--- config.mk ---
export PLATFORM = sky130hd
export DESIGN_NAME = digit_stabilizer_flat
export DESIGN_NICKNAME = d
export VERILOG_FILES = /design/src/rtl/digit_stabilizer_if.sv /design/src/rtl/digit_stabilizer.sv /design/src/flat_wrapper.sv
export SDC_FILE = /design/constraint.sdc
export NUM_CORES = 1
export LEC_CHECK = 0
export ABC_AREA = 1
export CAP_MARGIN = 40
export CORE_ASPECT_RATIO = 1.75
export CORE_MARGIN = 2
export CORE_UTILIZATION = 55
export DETAILED_ROUTE_END_ITERATION = 12
export GPL_TIMING_DRIVEN = 0
export PLACE_DENSITY = 0.88
export SYNTH_ARGS = -nofsm -noshare
export SYNTH_HDL_FRONTEND = slang
export SYNTH_SLANG_ARGS = --single-unit
--- constraint.sdc ---
create_clock -name clk -period 2.5 [get_ports clk]
set_input_delay 0.5 -clock clk [delete_from_list [all_inputs] [get_ports clk]]
set_output_delay 0.5 -clock clk [all_outputs]
set_load 0.005 [all_outputs]
--- src/rtl/digit_stabilizer_if.sv ---
// Frame/result bundle between the arg-max stage, the stabilizer and the display/host side.
interface digit_stabilizer_if #(
   parameter int unsigned DATA_WIDTH = 16,
   parameter int unsigned N_MATS     = 10
);
   localparam int unsigned IDX_W = $clog2(N_MATS);

   logic [DATA_WIDTH-1:0] max_in;
   logic [IDX_W-1:0]      index_in;
   logic                  valid_in;
   logic                  clear;
   logic [IDX_W-1:0]      digit_out;
   logic                  digit_valid;
   logic                  update;
   logic [DATA_WIDTH-1:0] conf_out;
   logic [15:0]           frame_cnt;
   logic [15:0]           reject_cnt;

   modport master (
      output max_in, index_in, valid_in, clear,
      input  digit_out, digit_valid, update, conf_out, frame_cnt, reject_cnt
   );

   modport slave (
      input  max_in, index_in, valid_in, clear,
      output digit_out, digit_valid, update, conf_out, frame_cnt, reject_cnt
   );
endinterface

--- src/rtl/digit_stabilizer.sv ---
// Temporal filter on arg-max decisions: thresholds the FP16 score and publishes a digit
// once the same class wins CONSEC consecutive accepted frames.
module digit_stabilizer #(
   parameter int unsigned          DATA_WIDTH = 16,
   parameter int unsigned          N_MATS     = 10,
   parameter int unsigned          CONSEC     = 3,
   parameter logic [DATA_WIDTH-1:0] THRESH    = 16'h3800
) (
   input logic               clk,
   input logic               rst_n,
   digit_stabilizer_if.slave bus
);
   localparam int unsigned IDX_W = $clog2(N_MATS);
   localparam int unsigned IW1   = IDX_W + 1;
   localparam logic [IW1-1:0] NMatsV  = IW1'(N_MATS);
   localparam logic [3:0]     ConsecV = 4'(CONSEC);

   typedef enum logic [1:0] {StIdle, StTrack, StLocked} state_e;

   state_e                state_q, state_d;
   logic [IDX_W-1:0]      cand_q, cand_d;
   logic [3:0]            streak_q, streak_d;
   logic [IDX_W-1:0]      digit_q, digit_d;
   logic                  dvalid_q, dvalid_d;
   logic                  update_q, update_d;
   logic [DATA_WIDTH-1:0] conf_q, conf_d;
   logic [15:0]           fcnt_q, fcnt_d;
   logic [15:0]           rcnt_q, rcnt_d;

   logic a_nan, b_nan, both_zero, a_eq_b, a_gt_b, accept;
   logic reach, publish;
   logic [DATA_WIDTH-1:0] a, b;

   // FP16 compare of the incoming score against the threshold (cmpfp16 semantics).
   always_comb begin
      a         = bus.max_in;
      b         = THRESH;
      a_nan     = (&a[14:10]) && (|a[9:0]);
      b_nan     = (&b[14:10]) && (|b[9:0]);
      // +0 and -0 compare equal
      both_zero = (a[14:0] == 15'd0) && (b[14:0] == 15'd0);
      a_eq_b    = !a_nan && !b_nan && ((a == b) || both_zero);
      a_gt_b    = 1'b0;
      if (!a_nan && !b_nan && !a_eq_b) begin
         unique case ({a[15], b[15]})
            2'b00:   a_gt_b = a[14:0] > b[14:0];
            2'b01:   a_gt_b = 1'b1;
            2'b10:   a_gt_b = 1'b0;
            default: a_gt_b = a[14:0] < b[14:0];
         endcase
      end
      accept = ({1'b0, bus.index_in} < NMatsV) && (a_gt_b || a_eq_b);
   end

   // Next-state: candidate tracking, publish decision, statistics and clear.
   always_comb begin
      state_d  = state_q;
      cand_d   = cand_q;
      streak_d = streak_q;
      digit_d  = digit_q;
      dvalid_d = dvalid_q;
      update_d = 1'b0;
      conf_d   = conf_q;
      fcnt_d   = fcnt_q;
      rcnt_d   = rcnt_q;
      reach    = 1'b0;
      publish  = 1'b0;

      if (bus.valid_in) begin
         fcnt_d = (fcnt_q == 16'hFFFF) ? fcnt_q : fcnt_q + 16'd1;
         if (accept) begin
            conf_d = bus.max_in;
            if ((state_q != StIdle) && (bus.index_in == cand_q)) begin
               streak_d = (streak_q == ConsecV) ? streak_q : streak_q + 4'd1;
               // only the transition into CONSEC counts; a saturated streak never re-fires
               reach    = (streak_d == ConsecV) && (streak_q != ConsecV);
            end else begin
               cand_d   = bus.index_in;
               streak_d = 4'd1;
               reach    = (ConsecV == 4'd1);
            end
            unique case (state_q)
               StIdle: begin
                  state_d = reach ? StLocked : StTrack;
                  publish = reach;
               end
               StTrack: begin
                  if (reach) state_d = StLocked;
                  publish = reach;
               end
               StLocked: publish = reach && (cand_d != digit_q);
               default:  state_d = StIdle;
            endcase
         end else begin
            rcnt_d   = (rcnt_q == 16'hFFFF) ? rcnt_q : rcnt_q + 16'd1;
            streak_d = 4'd0;
            if (state_q != StLocked) state_d = StIdle;
         end
      end

      if (publish) begin
         digit_d  = cand_d;
         dvalid_d = 1'b1;
         update_d = 1'b1;
      end

      // clear wins over a coincident frame, which is dropped uncounted
      if (bus.clear) begin
         state_d  = StIdle;
         cand_d   = '0;
         streak_d = 4'd0;
         digit_d  = '0;
         dvalid_d = 1'b0;
         update_d = 1'b0;
         conf_d   = '0;
         fcnt_d   = 16'd0;
         rcnt_d   = 16'd0;
      end
   end

   // State and output registers.
   always_ff @(posedge clk or negedge rst_n) begin
      if (!rst_n) begin
         state_q  <= StIdle;
         cand_q   <= '0;
         streak_q <= 4'd0;
         digit_q  <= '0;
         dvalid_q <= 1'b0;
         update_q <= 1'b0;
         conf_q   <= '0;
         fcnt_q   <= 16'd0;
         rcnt_q   <= 16'd0;
      end else begin
         state_q  <= state_d;
         cand_q   <= cand_d;
         streak_q <= streak_d;
         digit_q  <= digit_d;
         dvalid_q <= dvalid_d;
         update_q <= update_d;
         conf_q   <= conf_d;
         fcnt_q   <= fcnt_d;
         rcnt_q   <= rcnt_d;
      end
   end

   assign bus.digit_out   = digit_q;
   assign bus.digit_valid = dvalid_q;
   assign bus.update      = update_q;
   assign bus.conf_out    = conf_q;
   assign bus.frame_cnt   = fcnt_q;
   assign bus.reject_cnt  = rcnt_q;
endmodule

--- src/flat_wrapper.sv ---
// flat-port wrapper written by rule: the top's interface ports become plain ports
module digit_stabilizer_flat 
#(
   parameter int unsigned          DATA_WIDTH = 16,
   parameter int unsigned          N_MATS     = 10,
   parameter int unsigned          CONSEC     = 3,
   parameter logic [DATA_WIDTH-1:0] THRESH    = 16'h3800
)
  (clk, rst_n, bus_max_in, bus_index_in, bus_valid_in, bus_clear, bus_digit_out, bus_digit_valid, bus_update, bus_conf_out, bus_frame_cnt, bus_reject_cnt);
  digit_stabilizer_if #(.DATA_WIDTH(DATA_WIDTH), .N_MATS(N_MATS)) bus_i ();
  input logic clk;
  input logic rst_n;
  input wire logic [$bits(bus_i.max_in)-1:0] bus_max_in;
  input wire logic [$bits(bus_i.index_in)-1:0] bus_index_in;
  input wire logic [$bits(bus_i.valid_in)-1:0] bus_valid_in;
  input wire logic [$bits(bus_i.clear)-1:0] bus_clear;
  output wire logic [$bits(bus_i.digit_out)-1:0] bus_digit_out;
  output wire logic [$bits(bus_i.digit_valid)-1:0] bus_digit_valid;
  output wire logic [$bits(bus_i.update)-1:0] bus_update;
  output wire logic [$bits(bus_i.conf_out)-1:0] bus_conf_out;
  output wire logic [$bits(bus_i.frame_cnt)-1:0] bus_frame_cnt;
  output wire logic [$bits(bus_i.reject_cnt)-1:0] bus_reject_cnt;
  assign bus_i.max_in = bus_max_in;
  assign bus_i.index_in = bus_index_in;
  assign bus_i.valid_in = bus_valid_in;
  assign bus_i.clear = bus_clear;
  assign bus_digit_out = bus_i.digit_out;
  assign bus_digit_valid = bus_i.digit_valid;
  assign bus_update = bus_i.update;
  assign bus_conf_out = bus_i.conf_out;
  assign bus_frame_cnt = bus_i.frame_cnt;
  assign bus_reject_cnt = bus_i.reject_cnt;
  digit_stabilizer #(.DATA_WIDTH(DATA_WIDTH), .N_MATS(N_MATS), .CONSEC(CONSEC), .THRESH(THRESH)) u_core (.clk(clk), .rst_n(rst_n), .bus(bus_i));
endmodule
Word level (Yosys, flattened, before mapping). Index checks and enable logic that the tools add are counted.

Add/subtract/negate cells: 3. Order comparisons: 2. Eq/ne operators: 16. Multiplexer cells: 42. Bitwise gates (word level): 1. Reductions and logical operators: 23.

Operators with widths (count): $mux 16 (10); $mux 4 (13); $add 16x1->16 const B (2); $eq 16x16->1 const B (2); $eq 16x14->1 const B (1); $gt 15x14->1 const B (1); $mux 2 (6); $mux 1 (10); $reduce_or 10->1 (1); $eq 4x2->1 const B (2); $ne 2x2->1 const B (4); $reduce_bool 2->1 (4); $logic_and 1x1->1 (7); $pmux 2 s3 (1); $reduce_and 5->1 (1); $add 4x1->4 const B (1); $eq 4x4->1 (1); $lt 4x4->1 const B (1); $ne 4x2->1 const B (1); $ne 4x4->1 (1); $ne 4x4->1 const B (1); $pmux 1 s2 (2); $reduce_and 2->1 (2); $reduce_and 4->1 (1); other kinds (10) (11).

Register bits: 64. Bits of input ports: 24. Output and inout port bits: 54. Logic and storage cells: 96.

Depth between registers and ports, before layout. Gate-level depths: netlist of the first run.

Word-level depth: 18. Gate-level depth with buffers: 11. Depth with buffers taken out: 11.

Least setup slack after synthesis of the first run. No wires, ideal clock.

Path type: in2reg. From: in bus_max_in[5]. To: reg u_core.digit_q[3], in the netlist u_core.bus.digit_out[3]. Library setup time: 0.118 ns. Arrival time: 1.441 ns. Required time: 2.382 ns. Path slack: 0.941 ns. Cell stages on the path: 9. Buffers on the path: 1. Cell sequence: nor2_1 nand3_1 o21ai_4 nand3_4 inv_2 buf_6 nand3_2 nand3_1 nand2_1.

Word-level cells in the longest chain between the ends: 13. Elaborated cells between the ends (all ways): 19. Classes of those cells: 1 x order compare; 1 x eq/ne; 8 x mux; 9 x reduce/logical.

RTL lines: start, declared (line flat_wrapper.sv:13) `input wire logic [$bits(bus_i.max_in)-1:0] bus_max_in;`; branches (longest 7 deep; another with $gt 15x14->1); $logic_or 1x1->1 (*) (line digit_stabilizer.sv:52) `accept = ({1'b0, bus.index_in} < NMatsV) && (a_gt_b || a_eq_b);`; $logic_and 1x1->1 (*) (line digit_stabilizer.sv:52); $mux 4 (line digit_stabilizer.sv:71) `if (accept) begin`; $mux 4 (line digit_stabilizer.sv:69) `if (bus.valid_in) begin`; $mux 4 (line digit_stabilizer.sv:101) `if (publish) begin`; $mux 4 (line digit_stabilizer.sv:108) `if (bus.clear) begin`; end signal, assigned (line digit_stabilizer.sv:137) `digit_q <= digit_d;`; end, declared (line digit_stabilizer.sv:23) `logic [IDX_W-1:0] digit_q, digit_d;`.

Every way passes the cells marked *. The select of a mux whose other input is x is not followed. A chain may end at the register's enable or synchronous reset.

Worst setup path after layout of the first run.
From: in bus_max_in[12]. To: reg u_core.digit_q[2], in the netlist u_core.bus.digit_out[2].

Word-level cells in the longest chain between the ends: 13. Elaborated cells between the ends (all ways): 19. Classes of those cells: 1 x order compare; 1 x eq/ne; 8 x mux; 9 x reduce/logical.

RTL lines (line): branches (longest 7 deep; another with $gt 15x14->1); $logic_or 1x1->1 (*) (digit_stabilizer.sv:52); $logic_and 1x1->1 (*) (digit_stabilizer.sv:52); $mux 4 (digit_stabilizer.sv:71); $mux 4 (digit_stabilizer.sv:69); $mux 4 (digit_stabilizer.sv:101); $mux 4 (digit_stabilizer.sv:108).

Marks and branches as above.

==> metrics.md, run 1 <==
| Metric | Value |
|---|---|
| Finished Layout Cells | `680` |
| Worst Max-Slew Pin Slew | `790 ps` |
| Latest clock arrival within the worst-skew pair | `340 ps` |
| Leakage | `2.17 nW` |
| Sequential element share of the synthesized area | `0.432` |
| Clock slew at reported path FFs | `60 ps` |
| Ant diodes | `0` |
| GRT Max-Usage Layer | `met2` |
| Fin crit period | `2010 ps` |
| Die Footprint | `7450 um2` |
| Final ANT Viol Nets | `0` |
| RePlAce Congestion | `0.920` |
| Part of the cycle the worst path needs | `0.805` |
| Drt via density | `5.69` |
| Maximum achievable frequency | `497 MHz` |
| Post-Route Setup TNS | `0 ps` |
| Io pins | `78` |
| Critical path capture point type | `register` |
| Biggest fanout along the worst timing path | `10` |
| H-tree lvl count | `3` |
| Summed instance area of the synthesized netlist | `3710 um2` |
| Post-cts resize count | `0` |
| Clock sink count | `between 60 and 70` |
| Clock tree root buffer cell | `clkbuf_16` |
| Class of the tightest hold or removal check | `in -> async` |
| Setup crit start kind | `input pin` |
| Number of cells produced by synthesis | `506` |
| Number of pins with negative max-slew slack in the final report | `0` |
| Clock tree from TritonCTS | `yes` |
| Cell area after layout | `4890 um2` |
| Number of instances in the placed design | `~660` |
| Syn Area/Cell | `about 7.3 um2` |
| Total number of vias | `3,866` |
| Die H | `113 um` |
| Met2 GRT Util | `0.507` |
| Top cell family by delay on the critical path | `simple AND/OR/NAND/NOR gates` |
| # rows | `39` |
| Most used standard cells in the synthesized netlist | `147 x nand2_1, 67 x nand3_1, 64 x dfrtp_1` |
| Final global-route overflow total | `0` |
| Worst Path Buf+Inv | `4` |
| Number of input and output port buffers inserted | `76` |
| Drt wl/cell | `~15 um` |
| Critical-path cell list | `clkdlybuf4s50_1, nand3_1, nand2_1, inv_1, nor2_4, nand3_4, inv_2, buf_6, nand3_2, nand3_1, nand2_1` |
| Effective utilization at floorplan | `0.568` |
| Synth unique cells | `34` |
| Most frequently used cell type in the post-synthesis netlist | `nand2_1` |
| Dominant register cell in the synthesized netlist | `dfrtp_1` |
| Warnings from Yosys | `0` |
| Worst slew margin relative to its limit | `0.473` |
| Count of routing violations after the opening detailed-route iteration | `334` |
| Post-placement cell area | `about 4600 um2` |
| Final Hold Viols | `0` |
| Critical path arrival | `2240 ps` |
| Wire length of the first global-routing pass | `16,800 um` |
| Pin count of the biggest net entering global routing | `65` |
| Worst vdd rail ir drop | `a little over 0.0005 V` |
| Number of enable flip-flop cells after synthesis | `0` |
| Vias in the first global route | `about 3,800` |
| Top area cells in the synthesized netlist | `dfrtp_1 43%, nand2_1 15%, nand3_1 9.0%, inv_1 4.8%, nor2_1 4.3%` |
| Post-CTS Hold Buffers | `0` |
| Worst hold slack after final layout | `~260 ps` |
| Clock tree skew after final layout | `4.20 ps` |
| Number of antenna violations at the first check in global routing | `0` |
| Placed wire-length estimate after detailed placement | `7170 um` |
| Total wire length after detailed routing | `10,100 um` |
| Fraction of layout instances using a drive strength above 1 | `0.0719` |
| Global routing usage on met1 | `0.320` |
| Area overhead of the layout relative to synthesis | `31.9%` |
| Total number of nets in the final design | `620` |
| Horizontal die dimension | `66.1 um` |
| Data required, critical path | `2730 ps` |
| CP max stage cell | `clkdlybuf4s50_1` |
| Share of flip-flops with an asynchronous set or reset after synthesis | `1.00` |
| Residual DRC | `0` |
| Overall Global Routing Usage | `0.291` |
| Outcome | `completed` |
| Number of buffers inserted to repair setup after CTS | `0` |
| Top cell type's share of synthesized area | `0.432` |
| Register bit count reported by yosys | `64` |
| TritonRoute pass-1 iters | `7` |
| Largest area contributor in the netlist | `dfrtp_1` |
| Max-cap viol count | `0` |
| Net count after synthesis | `533` |
| Endpoints failing setup | `0` |
| Met3 track utilization from global routing | `0.0721` |
| RSZ-0062 raised after global routing | `no` |
| Category of the critical setup timing path | `in -> reg` |
| Delay of the slowest critical-path stage | `about 480 ps` |
| Bufs on Longest Clock Path | `2` |
| Number of buffers created by CTS | `9` |
| Total power consumption of the routed design | `2.72 mW` |
| Area inside the core boundary | `between 6000 and 7000 um2` |
| Power per cell area | `556 nW/um2` |
sequential cells by signal, indices dropped and copies added (netlist names):
signal	flops
u_core.bus.update	1
u_core.cand_q	4
u_core.bus.reject_cnt	16
u_core.streak_q	4
u_core.bus.digit_valid	1
u_core.bus.conf_out	16
u_core.bus.frame_cnt	16
u_core.bus.digit_out	4
u_core.state_q	2
path summary, 6_finish.rpt:
kind / startpoint / to / slack [ps] / cells past startpoint
min in group clk: u_core.state_q[0]$_DFFE_PN0P_ / u_core.state_q[0]$_DFFE_PN0P_ / 500 / 2
max in group asynchronous: rst_n / u_core.cand_q[3]$_DFF_PN0_ / 1730 / 1
setup reg to reg: u_core.bus.frame_cnt[0]$_DFFE_PN0P_ / u_core.bus.frame_cnt[7]$_DFFE_PN0P_ / 650 / 8
hold / removal: rst_n / u_core.bus.frame_cnt[14]$_DFFE_PN0P_ / 260 / 1
hold reg to reg: u_core.state_q[0]$_DFFE_PN0P_ / u_core.state_q[0]$_DFFE_PN0P_ / 500 / 2
setup / recovery: bus_max_in[12] / u_core.bus.digit_out[2]$_DFFE_PN0P_ / 490 / 11
placed cells by master (no fill, tap or decap), types with 6 or more instances in the layout:
cell type	n
nand2_1	147
clkdlybuf4s50_1	75
nand3_1	67
dfrtp_1	64
inv_1	47
nor2_1	43
o21ai_0	19
nand4_1	17
a21oi_1	15
nor3_1	12
o21ai_1	12
xor2_1	11
clkbuf_16	9
clkbuf_1	6
kinds of logic after synthesis:
group                    after synthesis  synth area share
flip-flops                            64             0.432
buffers and inverters                 66            0.0745
adder cells (fa/ha/maj)                3            0.0101
AND/OR/NAND/NOR                      302             0.363
XOR/XNOR                              13            0.0307
AO/OA/AOI/OAI                         58            0.0897
per-stage QoR:
stage | setup slack [ps] | utilization
detailed placement | 185 | 0.699
global route | 356 | 0.749
finish | 487 | 0.749
global placement | -1130 | 0.700
CTS | 486 | 0.749
floorplan | 941 | -
per-layer routing:
layer | vias to the layer above | part of all wire
met5 | - | 0
met2 | 163 | 0.54
li1 | 1841 | -
met4 | 0 | 0.030
met3 | 30 | 0.058
met1 | 1832 | 0.37
where the power goes:
group          switching [mW]  leakage (nW)  internal, mW
clock network           0.471         0.152         0.898
registers              0.0296         0.884          1.06
logic                   0.149          1.13         0.113
final cells by class:
class | count | area [um2]
clock inverters | 5 | 80.1
plain buffers | 16 | 88.8
multi-input cells | 376 | 1830
clock buffers | 11 | 243
fillers | 495 | 1640
repair buffers | 76 | 758
well taps | 82 | 103
inverters | 50 | 188
flip-flops and latches | 64 | 1600
Note: power is estimated with default switching activity, not from simulation.
==> run 2: changes to the inputs <==
--- a/config.mk
+++ b/config.mk
@@ -9,10 +9,10 @@
 export CAP_MARGIN = 40
 export CORE_ASPECT_RATIO = 1.75
 export CORE_MARGIN = 2
-export CORE_UTILIZATION = 55
+export CORE_UTILIZATION = 52
 export DETAILED_ROUTE_END_ITERATION = 12
 export GPL_TIMING_DRIVEN = 0
-export PLACE_DENSITY = 0.88
+export PLACE_DENSITY = 0.84
 export SYNTH_ARGS = -nofsm -noshare
 export SYNTH_HDL_FRONTEND = slang
 export SYNTH_SLANG_ARGS = --single-unit
==> constraint.sdc (replaced) <==
create_clock -name clk -period 2 [get_ports clk]
set_input_delay 0.4 -clock clk [delete_from_list [all_inputs] [get_ports clk]]
set_output_delay 0.4 -clock clk [all_outputs]
set_load 0.005 [all_outputs]
==> metrics.md, run 2 (synthesized netlist as in run 1, its figures left out) <==
| Metric | Value |
|---|---|
| Outcome | `completed` |
| Post-placement cell area | `4570 um2 (about the same)` |
| Fraction of power consumed by combinational cells | `0.108 (+0.012)` |
| Fraction of the core area covered by cells at the end of the flow | `0.700 (-0.0484)` |
| Clock tree root buffer cell | `clkbuf_16` |
| Post-Route Setup TNS | `0 ps (unchanged)` |
| Worst slew margin relative to its limit | `0.467 (-0.00640)` |
| Most used cells in the layout excluding fill and tap cells | `147 x nand2_1, 75 x clkdlybuf4s50_1, 67 x nand3_1` |
| Fraction of layout instances using a drive strength above 1 | `0.0704 (-0.00155)` |
| RePlAce Congestion | `0.940 (+2.2%)` |
| Max-cap viol count | `0 (unchanged)` |
| Sequential fraction of design power | `0.446 (+0.045)` |
| Total number of nets in the final design | `620 (unchanged)` |
| Worst hold slack after final layout | `169 ps (-87.6 ps)` |
| Top cell family by delay on the critical path | `simple AND/OR/NAND/NOR gates` |
| Category of the critical setup timing path | `in -> reg` |
| Fin crit period | `1920 ps` |
| TritonRoute pass-1 iters | `5 (-2)` |
| Clock tree skew after final layout | `7.38 ps (+3.17 ps)` |
| Clock Power Share | `0.446 (-0.057)` |
| Drt wl/cell | `15.2 um (+2.3%)` |
| Count of routing violations after the opening detailed-route iteration | `315 (-5.7%)` |
| Final global-route overflow total | `0 (unchanged)` |
| Post-CTS Hold Buffers | `0 (unchanged)` |
| Worst vdd rail ir drop | `0.000529 V (+4.5%)` |
| Biggest fanout along the worst timing path | `10 (unchanged)` |
| Total number of vias | `3,853 (-0.34%)` |
| Leakage | `2.14 nW (-1.5%)` |
| Capture point of the worst reg-to-reg path | `u_core.bus.reject_cnt[5]$_DFFE_PN0P_` |
| Number of pins with negative max-slew slack in the final report | `0 (unchanged)` |
| RSZ-0062 raised after global routing | `no` |
| Switch share | `0.249 (+0.0108)` |
| Critical path arrival | `2130 ps (-110 ps)` |
| Drt via density | `5.66 (-0.48%)` |
| Placed wire-length estimate after detailed placement | `7350 um (+2.6%)` |
| Horizontal die dimension | `67.9 um (+2.7%)` |
| End point of the critical path | `u_core.bus.digit_out[1]$_DFFE_PN0P_` |
| Setup crit start kind | `input pin` |
| Cell depth of the worst flop-to-flop path | `7 (-1)` |
| Die H | `116 um (+2.7%)` |
| Setup slack after placement | `-217 ps (-402 ps)` |
| Number of buffers created by CTS | `9 (unchanged)` |
| Number of fillers in the final layout | `618 (+25%)` |
| Critical path capture point type | `register` |
| Area overhead of the layout relative to synthesis | `30.3%` |
| Power dissipated by switching net loads | `0.765 mW (+18%)` |
| Vias in the first global route | `3,705 (-2.3%)` |
| Final Hold Viols | `0 (unchanged)` |
| Number of instances in the placed design | `666 (+0.30%)` |
| Area inside the core boundary | `6910 um2 (+5.6%)` |
| Finished Layout Cells | `681 (+0.15%)` |
| Cell mode on critical path | `nand2_1` |
| WP depth | `10 (-1)` |
| Internal Pwr Total | `2.30 mW (+11%)` |
| Class of the tightest hold or removal check | `in -> async` |
| Final ANT Viol Nets | `0 (unchanged)` |
| Bufs on Longest Clock Path | `2 (unchanged)` |
| Worst Max-Slew Pin Slew | `800 ps (+9.61 ps)` |
| Worst flop-to-flop path startpoint | `u_core.bus.reject_cnt[0]$_DFFE_PN0P_` |
| Pin count of the biggest net entering global routing | `65 (unchanged)` |
| Ant diodes | `0 (unchanged)` |
| Delay of the slowest critical-path stage | `450 ps (-30 ps)` |
| Endpoints failing setup | `0 (unchanged)` |
| Latest clock arrival within the worst-skew pair | `330 ps (about the same)` |
| Worst Path Buf+Inv | `3 (-1)` |
| Cell area after layout | `4840 um2 (-1.2%)` |
| Most frequent standard cell in the layout excluding fill and tap cells | `nand2_1` |
| Residual DRC | `0 (unchanged)` |
| Number of input and output port buffers inserted | `76 (unchanged)` |
| Wire length of the first global-routing pass | `16,500 um (-1.6%)` |
| CP max stage cell | `clkdlybuf4s50_1` |
| Data required, critical path | `2210 ps (-520 ps)` |
| Io pins | `78 (unchanged)` |
| Effective utilization at floorplan | `0.537 (-0.0302)` |
| Overall Global Routing Usage | `0.280 (-0.0107)` |
| Clock sink count | `64 (unchanged)` |
| Worst Setup SP | `bus_max_in[1]` |
| Clock slew at reported path FFs | `50 ps (about the same)` |
| Number of antenna violations at the first check in global routing | `0 (unchanged)` |
| H-tree lvl count | `3 (unchanged)` |
| Power per cell area | `634 nW/um2 (+14%)` |
| Clock tree from TritonCTS | `yes` |
| Final worst setup slack | `83.4 ps (-403 ps)` |
| Part of the cycle the worst path needs | `0.958` |
| Die Footprint | `7860 um2 (+5.5%)` |
| Maximum achievable frequency | `~520 MHz` |
| Total power consumption of the routed design | `3.07 mW (+13%)` |
| Total wire length after detailed routing | `10,300 um (+2.5%)` |
| # rows | `40 (+2.6%)` |
| Setup slack on the worst flop-to-flop path | `170 ps (-480 ps)` |
| Critical-path cell list | `clkdlybuf4s50_1, nor2_1, nand2_1, o21ai_4, nand3_4, inv_2, buf_6, nand3_2, nand3_1, nand2_1` |
==> run 2: cell count changes in the layout (fill, tap and decap cells not counted), sizes merged <==
cell | before | now
clkbuf | 16 | 20
buf | 12 | 11
bufinv | 2 | 0
clkinvlp | 2 | 0
==> run 2: worst reg2reg max path, delay by kind of cell, from the launching register on <==
kind	cells	cell delay, ps
DFF	1	460
and+or+nand+nor	4	730
AOI/OAI and AO/OA	1	100
buffers and inverters	1	170
adders and majority gates	1	240
==> run 2: metal layers <==
layer | track usage | vias up | part of all wire | routed length, um
met5 | 0 | - | 0 | 0
met4 | 0.128 | 0 | 0.021 | 219
met3 | 0.0670 | 24 | 0.056 | 581
met2 | 0.514 | 165 | 0.56 | 5740
met1 | 0.289 | 1819 | 0.37 | 3780
li1 | - | 1845 | - | -
==> run 2: power by group through the flow <==
stage	sequential, mW	clock, mW	combinational [mW]
final	1.37	1.37	0.331
after global routing	1.37	1.43	0.363
after CTS	1.37	1.38	0.331
after detailed placement	1.39	0	0.329
after global placement	1.39	0	0.320
after floorplan	1.38	0	0.152
==> run 2: how the worst min path moves through the flow <==
stage	slack (ps)	depth (start not counted)	to
finish	170	1	u_core.bus.frame_cnt[9]$_DFFE_PN0P_
global route	240	1	u_core.bus.frame_cnt[8]$_DFFE_PN0P_
CTS	190	1	u_core.bus.frame_cnt[5]$_DFFE_PN0P_
detailed placement	480	2	u_core.state_q[0]$_DFFE_PN0P_
global placement	470	2	u_core.state_q[0]$_DFFE_PN0P_
floorplan	100	0	u_core.bus.conf_out[0]$_DFFE_PN0P_
==> run 2: layout make-up <==
| type | count | area [um2] | area share |
|---|---|---|---|
| repair buffers | 76 | 758 | 0.157 |
| multi-input cells | 376 | 1840 | 0.381 |
| flip-flops and latches | 64 | 1600 | 0.331 |
| clock buffers | 14 | 244 | 0.0505 |
| plain buffers | 16 | 92.6 | 0.0191 |
| well taps | 84 | 105 | 0.0217 |
| clock inverters | 1 | 5.00 | 0.00103 |
| inverters | 50 | 188 | 0.0388 |
==> run 2: what timing repair did <==
| action | 4_1_cts | 5_1_grt |
|---|---|---|
| endpoints found under the hold margin | 0 | 0 |
| buffers inserted | 0 | 0 |
| resized for setup | 0 | 6 |
| setup endpoints to repair | 0 | 21 |
